===== config.mk =====
export PLATFORM = sky130hd
export DESIGN_NAME = band_power_accumulator
export DESIGN_NICKNAME = d
export VERILOG_FILES = /design/src/rtl/band_power_accumulator.sv
export SDC_FILE = /design/constraint.sdc
export NUM_CORES = 1
export LEC_CHECK = 0
export CORE_MARGIN = 5
export CORE_UTILIZATION = 56
export DETAILED_ROUTE_END_ITERATION = 8
export GPL_TIMING_DRIVEN = 0
export PLACE_DENSITY = 0.78
export SYNTH_ARGS = -nofsm -noshare
export SYNTH_HDL_FRONTEND = slang
export SYNTH_SLANG_ARGS = --single-unit

===== constraint.sdc =====
create_clock -name clk -period 2.56 [get_ports clk]
set_input_delay 0.384 -clock clk [delete_from_list [all_inputs] [get_ports clk]]
set_output_delay 0.384 -clock clk [all_outputs]
set_load 0.05 [all_outputs]

===== src/rtl/band_power_accumulator.sv =====
// -----------------------------------------------------------------------------
// band_power_accumulator
//
// Purpose:
//   Takes the selected spectrum bins 0..512 of each frame, squares every bin to
//   get its power, and sums the powers over fixed-width bands of 2**LOG2_BPB
//   bins. One band sum is emitted per completed band. The output feeds the
//   log/mel post-processing stages of the log-mel spectrogram pipeline.
//
//   Pipeline:
//     stage 1 : register the square of the bin plus its index and frame number
//     stage 2 : saturating band accumulation, sequence check, output register
//   A band-ending sample presented to the inputs is reported on do_en two
//   clock edges later. Gaps in di_en stall the pipeline without losing state.
//
// Ports:
//   clk            in   clock, rising edge
//   rst            in   asynchronous active-low reset
//   di_en          in   input sample valid
//   data_i         in   signed bin value (I_BW bits)
//   in_group_idx   in   bin index 0..512; higher indices are ignored
//   in_group_num   in   frame number
//   do_en          out  band result valid, one-cycle pulse
//   data_o         out  band power sum (zero-extended) or log2 code
//   out_band_idx   out  band index of data_o
//   out_group_num  out  frame number of the band's last bin
//   frame_done     out  pulses with do_en for the last band (bin 512)
//   seq_err        out  sticky: bin sequence discontinuity seen
//
// Configuration:
//   MEL_LOG2_OUT_EN  when defined, data_o carries {e[5:0], f[2:0]} where e is
//                    the leading-one position of the band sum and f the three
//                    bits below it (zero padded). Undefined (default): data_o
//                    is the linear saturated band sum.
// -----------------------------------------------------------------------------
module band_power_accumulator #(
    parameter int I_BW     = 14,
    parameter int ACC_BW   = 32,
    parameter int O_BW     = 32,
    parameter int LOG2_BPB = 4,
    parameter int BAND_BW  = 6
) (
    input  logic                   clk,
    input  logic                   rst,
    input  logic                   di_en,
    input  logic signed [I_BW-1:0] data_i,
    input  logic [9:0]             in_group_idx,
    input  logic [6:0]             in_group_num,
    output logic                   do_en,
    output logic [O_BW-1:0]        data_o,
    output logic [BAND_BW-1:0]     out_band_idx,
    output logic [6:0]             out_group_num,
    output logic                   frame_done,
    output logic                   seq_err
);

    localparam int SQ_BW  = 2 * I_BW;
    // One spare bit above the wider operand so the sum never wraps before
    // the saturation compare.
    localparam int SUM_BW = ((ACC_BW > SQ_BW) ? ACC_BW : SQ_BW) + 1;
    localparam logic [9:0] LAST_BIN = 10'd512;
    localparam logic [SUM_BW-1:0] ACC_MAX = {{(SUM_BW - ACC_BW){1'b0}}, {ACC_BW{1'b1}}};

    // Clamp a widened sum to the accumulator range.
    function automatic logic [ACC_BW-1:0] sat_acc(input logic [SUM_BW-1:0] v);
        logic [ACC_BW-1:0] r;
        if (v > ACC_MAX) begin
            r = {ACC_BW{1'b1}};
        end else begin
            r = v[ACC_BW-1:0];
        end
        return r;
    endfunction

`ifdef MEL_LOG2_OUT_EN
    // Coarse log2: leading-one position plus three mantissa bits. The value
    // is normalised so its leading one sits in the MSB; the three bits under
    // it are then the mantissa, with zeros shifted in for small values.
    function automatic logic [8:0] log2_code(input logic [ACC_BW-1:0] a);
        int                e;
        logic [ACC_BW-1:0] norm;
        e = 0;
        for (int i = 0; i < ACC_BW; i++) begin
            if (a[i]) begin
                e = i;
            end else begin
                e = e;
            end
        end
        norm = a << (ACC_BW - 1 - e);
        return {6'(e), norm[ACC_BW-2 -: 3]};
    endfunction
`endif

    // ---------------------------------------------------------------- stage 1
    logic                    accept_s;
    logic signed [SQ_BW-1:0] din_ext_s;
    logic signed [SQ_BW-1:0] prod_s;

    logic                    s1_en_d,  s1_en_q;
    logic [SQ_BW-1:0]        s1_sq_d,  s1_sq_q;
    logic [9:0]              s1_idx_d, s1_idx_q;
    logic [6:0]              s1_num_d, s1_num_q;

    // Stage-1 next state: square accepted bins, hold contents otherwise.
    always_comb begin
        accept_s  = di_en && (in_group_idx <= LAST_BIN);
        din_ext_s = SQ_BW'(data_i);
        prod_s    = din_ext_s * din_ext_s;
        s1_en_d   = accept_s;
        s1_sq_d   = s1_sq_q;
        s1_idx_d  = s1_idx_q;
        s1_num_d  = s1_num_q;
        if (accept_s) begin
            s1_sq_d  = $unsigned(prod_s);
            s1_idx_d = in_group_idx;
            s1_num_d = in_group_num;
        end else begin
            s1_sq_d  = s1_sq_q;
            s1_idx_d = s1_idx_q;
            s1_num_d = s1_num_q;
        end
    end

    // Stage-1 registers.
    always_ff @(posedge clk or negedge rst) begin
        if (!rst) begin
            s1_en_q  <= 1'b0;
            s1_sq_q  <= {SQ_BW{1'b0}};
            s1_idx_q <= 10'd0;
            s1_num_q <= 7'd0;
        end else begin
            s1_en_q  <= s1_en_d;
            s1_sq_q  <= s1_sq_d;
            s1_idx_q <= s1_idx_d;
            s1_num_q <= s1_num_d;
        end
    end

    // ---------------------------------------------------------------- stage 2
    logic [LOG2_BPB-1:0] pos_s;
    logic                band_start_s;
    logic                band_end_s;
    logic                seq_ok_s;
    logic                seq_bad_s;
    logic                restart_drop_s;
    logic                taint_next_s;
    logic                emit_s;
    logic [SUM_BW-1:0]   sum_s;
    logic [ACC_BW-1:0]   acc_next_s;
    logic [O_BW-1:0]     out_val_s;

    logic [ACC_BW-1:0]   acc_d,           acc_q;
    logic [9:0]          last_idx_d,      last_idx_q;
    logic                in_band_d,       in_band_q;
    logic                taint_d,         taint_q;
    logic                do_en_d,         do_en_q;
    logic [O_BW-1:0]     data_o_d,        data_o_q;
    logic [BAND_BW-1:0]  out_band_idx_d,  out_band_idx_q;
    logic [6:0]          out_group_num_d, out_group_num_q;
    logic                frame_done_d,    frame_done_q;
    logic                seq_err_d,       seq_err_q;

    // Stage-2 next state: accumulate, check the bin sequence, form outputs.
    always_comb begin
        pos_s        = s1_idx_q[LOG2_BPB-1:0];
        band_start_s = (pos_s == {LOG2_BPB{1'b0}});
        // Bin 512 is alone in the last band, so it both starts and ends it.
        band_end_s   = (pos_s == {LOG2_BPB{1'b1}}) || (s1_idx_q == LAST_BIN);
        seq_ok_s     = (s1_idx_q == (last_idx_q + 10'd1));
        // Index 0 is always a legal frame start; anything else must follow on.
        seq_bad_s    = !seq_ok_s && (s1_idx_q != 10'd0);
        // A frame restart in the middle of a band drops that band's partial sum.
        restart_drop_s = (s1_idx_q == 10'd0) && in_band_q;
        // Taint sticks to the band holding the bad sample; a band start clears it.
        taint_next_s = seq_bad_s || (!band_start_s && taint_q);

        sum_s = SUM_BW'(acc_q) + SUM_BW'(s1_sq_q);
        if (band_start_s) begin
            acc_next_s = sat_acc(SUM_BW'(s1_sq_q));
        end else begin
            acc_next_s = sat_acc(sum_s);
        end

`ifdef MEL_LOG2_OUT_EN
        out_val_s = O_BW'(log2_code(acc_next_s));
`else
        out_val_s = O_BW'(acc_next_s);
`endif

        emit_s = s1_en_q && band_end_s && !taint_next_s;

        acc_d           = acc_q;
        last_idx_d      = last_idx_q;
        in_band_d       = in_band_q;
        taint_d         = taint_q;
        seq_err_d       = seq_err_q;
        if (s1_en_q) begin
            acc_d      = acc_next_s;
            last_idx_d = s1_idx_q;
            in_band_d  = !band_end_s;
            taint_d    = taint_next_s;
            seq_err_d  = seq_err_q || seq_bad_s || restart_drop_s;
        end else begin
            acc_d      = acc_q;
            last_idx_d = last_idx_q;
            in_band_d  = in_band_q;
            taint_d    = taint_q;
            seq_err_d  = seq_err_q;
        end

        do_en_d         = emit_s;
        data_o_d        = data_o_q;
        out_band_idx_d  = out_band_idx_q;
        out_group_num_d = out_group_num_q;
        frame_done_d    = 1'b0;
        if (emit_s) begin
            data_o_d        = out_val_s;
            out_band_idx_d  = BAND_BW'(s1_idx_q >> LOG2_BPB);
            out_group_num_d = s1_num_q;
            frame_done_d    = (s1_idx_q == LAST_BIN);
        end else begin
            data_o_d        = data_o_q;
            out_band_idx_d  = out_band_idx_q;
            out_group_num_d = out_group_num_q;
            frame_done_d    = 1'b0;
        end
    end

    // Stage-2 registers: accumulator state and registered outputs.
    always_ff @(posedge clk or negedge rst) begin
        if (!rst) begin
            acc_q           <= {ACC_BW{1'b0}};
            last_idx_q      <= 10'd0;
            in_band_q       <= 1'b0;
            taint_q         <= 1'b0;
            do_en_q         <= 1'b0;
            data_o_q        <= {O_BW{1'b0}};
            out_band_idx_q  <= {BAND_BW{1'b0}};
            out_group_num_q <= 7'd0;
            frame_done_q    <= 1'b0;
            seq_err_q       <= 1'b0;
        end else begin
            acc_q           <= acc_d;
            last_idx_q      <= last_idx_d;
            in_band_q       <= in_band_d;
            taint_q         <= taint_d;
            do_en_q         <= do_en_d;
            data_o_q        <= data_o_d;
            out_band_idx_q  <= out_band_idx_d;
            out_group_num_q <= out_group_num_d;
            frame_done_q    <= frame_done_d;
            seq_err_q       <= seq_err_d;
        end
    end

    assign do_en         = do_en_q;
    assign data_o        = data_o_q;
    assign out_band_idx  = out_band_idx_q;
    assign out_group_num = out_group_num_q;
    assign frame_done    = frame_done_q;
    assign seq_err       = seq_err_q;

endmodule


== Yosys cells after proc, flatten, opt, wreduce, memory -nomap -nowiden ==
Index checks and enable logic that the tools add are counted.

* Bits in registers: 138
* Input port bits: 34
* Output and inout port bits: 48
* Logic and storage cells: 42

* Add/subtract/negate cells: 2
* Multipliers: 1
* $lt $le $gt $ge: 2
* Equal/unequal tests: 3
* Multiplexer cells: 3
* Reductions and logical operators: 17

{| class="wikitable"
|+ Operators with widths
! operator !! count
|-
| 32-bit two-way mux || 2
|-
| 32-bit by 28-bit adder with 33-bit output || 1
|-
| 33-bit by 32-bit > comparator with 1-bit output (second input constant) || 1
|-
| 14-bit by 14-bit multiplier with 28-bit output || 1
|-
| 10-bit by 1-bit adder with 10-bit output (second input constant) || 1
|-
| 10-bit equality test || 1
|-
| 10-bit equality test (second input constant) || 1
|-
| 10-bit less-or-equal comparator (second input constant) || 1
|-
| 10-bit zero test || 1
|-
| 10-bit nonzero test || 1
|-
| 1-bit logical AND || 6
|-
| 4-bit equality test (second input constant) || 1
|-
| 1-bit zero test || 4
|-
| 4-bit zero test || 1
|-
| 1-bit logical OR || 4
|-
| 1-bit two-way mux || 1
|}

== Logic depth before layout (Yosys ltp) ==
* Depth in word-level cells: 8
* Mapped depth: 24
* Depth with buffers taken out: 23

== Worst setup path after synthesis ==
Ideal clock, no wire load.

* Kind: input port to flip-flop
* From: input port data_i[2]
* To: register s1_sq_q[22]
* Library setup time: 69 ps
* Arrival time: 5927 ps
* Required time: 2491 ps
* Setup slack: -3436 ps
* Cell stages on the path: 21
* Buffers on the path: 1
* Cells stage by stage: clkbuf_1 > nand2_1 > fa_1 > fa_1 > inv_1 > fa_1 > inv_1 > fa_1 > inv_1 > fa_1 > inv_1 > fa_1 > inv_1 > ha_1 > a211o_1 > o311ai_1 > and3_1 > or2_1 > a311oi_1 > or4_1 > nand3_1

* Cells in the longest elaborated chain, start to end: 1

{| class="wikitable"
|+ RTL lines
! item !! line !! RTL
|-
| start: declaration || 46 || <nowiki>input logic signed [I_BW-1:0] data_i,</nowiki>
|-
| 14-bit by 14-bit multiplier with 28-bit output || 109 || <nowiki>prod_s = din_ext_s * din_ext_s;</nowiki>
|-
| end signal: assignment || 129 || <nowiki>s1_sq_q <= {SQ_BW{1'b0}};</nowiki>
|-
| end signal: assignment || 134 || <nowiki>s1_sq_q <= s1_sq_d;</nowiki>
|-
| end: declaration || 101 || <nowiki>logic [SQ_BW-1:0] s1_sq_d, s1_sq_q;</nowiki>
|}

Every way passes these cells.
A chain may end at the register's enable or synchronous reset.

== Worst setup path in the final report ==
* From: input port data_i[8]
* To: register s1_sq_q[27]

Same word-level chain as after synthesis.

==> out/results.ini <==
[status]
status=complete, but fails checks
violations=negative setup slack

[die]
core_area_um2=25300
start_util=0.572
pin_count=82
rows=58
die_h_um=171
die_w_um=171
die_area_um2=29100

[clocking]
root_buffer=clkbuf_16
clkLatencyLatePin_ps=440
clkTransAtPathRegs_ps=60
htreeDepth=4
numCtsBuffers=17
clock_sinks=137
clock_path_buffers=2
cts_tree=yes

[global_routing]
grt-ovfl-total=0
grt_max_degree=91
grt_pass1_wl_mm=67.8
grt_usage=0.291
grt_pass1_vias=13060
antenna_found_initial=0

[timing]
slew_violations=0
finalClockSkew_ps=15.3
setup_slack_ps=-2840
finalSetupTns_ps=-79700
finalCritPeriodShare=2.11
relSlewSlack=0.0576
layout_min_cycle_time_ps=5400
worst_slew_pin_slew_ps=1400
setup_viol=101
rsz0062_at_grt=true
fmax_mhz=185
final_hold_viol_count=0

[logic_synthesis]
async_flop_share=1.00
netlist_area_um2=14400
syn_inst=1475
ys_seq_area_frac=0.237
synth.distinct_cells=70
ys_warn_count=0
yosys.area.top_type_share=0.241
ys.flop_type=dfrtp_1
synth_nets=1782
synth_top_area_cell=fa_1
ys_seq_elements=137
synthTopCellsByArea=fa_1 24%, dfrtp_1 24%, ha_1 8.6%
avgSynthCellArea_um2=9.79
synth_edf_count=0

[layout]
seq_area_um2=3440
n_antenna_cell=0
final_util=0.809
final_common_cell=inv_1
multi_input_area_um2=11900
syn_to_final_growth_pct=41.5
drive_gt1_frac=0.380
nets=2055
fillCellCount=1334
layout_common_cells=214 x inv_1, 158 x fa_1, 125 x buf_4

[detailed_routing]
drtAntennaViolNets=0
wirelength_mm=46.3
dr.pass1.iters=5
drc=0
post_drt_wl_per_cell_um=22.1
viasPerCell=6.03
num_vias=12606
drt_iter0_drc=1105

[min_path]
hp-start=data_i[0]
hold_class=primary input to flip-flop
hold-path-endpoint=s1_sq_q[2]$_DFFE_PN0P_
holdPathStages=2

[worst_setup_path]
path_common_cell=fa_1
end_kind=flip-flop
reg2reg_depth=11
crit_fanout=7
regToRegStartpoint=s1_sq_q[20]$_DFFE_PN0P_
max_stage_delay_ps=600
critPathTopFamily=adder cells
r2r-end=data_o[18]$_DFFE_PN0P_
crit_chain=buf_6 > clkbuf_16 > buf_6 > nand2_4 > inv_2 > fa_1 > inv_2 > fa_1 > inv_1 > fa_1 > fa_2 > fa_1 > fa_1 > ha_4 > buf_6 > a21oi_4 > o21ai_4 > a31oi_4 > o21ai_4 > a211oi_2 > a21oi_2 > xnor2_1 > mux2_2
crit_buf_inv=7
worstPathRequired_ps=2880
critPathLaunchType=primary input
r2r_slack_ps=-520
critPathKind=primary input to flip-flop
critPathSlowestCell=fa_2
crit_arrival_ps=5720

[run]
cap_violations=0

[placement]
io_buffer_count=81
hpwl_mm=27.5
dpl_worst_slack_ps=-4080
place_congestion=0.936

[kinds of logic (layout without fill, tap and decap cells)]
kind of cell	after synthesis	after routing	share of synthesized area
muxes	90	90	0.0798
adders and majority gates	273	273	0.327
xor gates and xnor gates	67	67	0.0407
and+or+nand+nor	348	348	0.113
buffers and inverters	305	591	0.0860
AOI/OAI and AO/OA	255	255	0.116
DFF	137	137	0.237
[worst max-delay path by stage]
| stage | startpoint | endpoint | slack, ps | cells after the start |
|---|---|---|---|---|
| after floorplan | data_i[9] | s1_sq_q[24]$_DFFE_PN0P_ | -2840 | 21 |
| after global placement | rst | out_group_num[5]$_DFFE_PN0P_ | -4220 | 1 |
| after detailed placement | data_i[4] | s1_sq_q[24]$_DFFE_PN0P_ | -4080 | 22 |
| after CTS | data_i[8] | s1_sq_q[24]$_DFFE_PN0P_ | -2750 | 21 |
| after global routing | data_i[5] | s1_sq_q[24]$_DFFE_PN0P_ | -3050 | 23 |
| final | data_i[8] | s1_sq_q[27]$_DFFE_PN0P_ | -2840 | 23 |
[worst reg2reg max path: stages (launching register included)]
cell and delay (ps):
dfrtp_1 420, ha_1 250, a21o_4 270, a2111oi_4 360, nor2b_4 260, o41ai_4 100
buf_4 170, o21ai_4 320, nand2_4 150, buf_8 180, o22a_1 220, mux2_4 270
[routing by layer]
layer,part of all wire,GRT usage,vias up
li1,-,-,5398
met1,0.37,0.368,6291
met2,0.50,0.516,679
met3,0.064,0.0342,238
met4,0.058,0.110,0
met5,0,0,-
[timing repair]
item / 4_1_cts / 5_1_grt
setup endpoints to repair: 103 / 113
pin swaps: 172 / 87
buffers inserted: 120 / 52
hold buffers: 1 / 0
resized for setup: 368 / 147
endpoints found under the hold margin: 47 / 0
cloned: 11 / 1
[Yosys cell counts (all sizes together), types with 5 or more instances]
cell type  count
o22a          14
clkbuf        33
xnor2         41
or2            6
nand2b         8
nand4         11
a211oi        16
and2          39
a21oi         54
inv          255
nor4           6
and3           9
mux2          87
a31oi         20
xor2          26
o21a           6
fa           174
a31o           6
nor3          11
o21ai         63
ha            99
nand3         16
o21bai         6
a21o          21
nor2b         15
o31ai          7
buf           15
nand2        150
o22ai          5
nor2          64
dfrtp        137
[registers in the layout, summed over array words and instances, names as in the netlist]
signal / count
s1_idx_q: 10
last_idx_q: 10
seq_err: 1
taint_q: 1
in_band_q: 1
do_en: 1
data_o: 32
frame_done: 1
out_band_idx: 6
s1_num_q: 7
s1_sq_q: 27
acc_q: 32
out_group_num: 7
s1_en_q: 1
[through the flow]
stage	std cells	instance area [um^2]	hold WS, ps
floorplan	1475	15200	88.4
global placement	1886	16500	457
detailed placement	1887	16500	342
CTS	2049	19500	271
global route	2091	20400	306
finish	2091	20400	284
[cell type report]
cell class / count / share of cell area
plain buffers: 46 / 0.0279
clock buffers: 18 / 0.0210
clock inverters: 14 / 0.00735
inverters: 257 / 0.0487
multi-input cells: 1033 / 0.582
flip-flops and latches: 137 / 0.169
well taps: 330 / 0.0202
repair buffers: 256 / 0.124
Power is left out: the tool's default activity adds up to more than one toggle a clock period on the data nets, which glitch-free logic cannot reach.
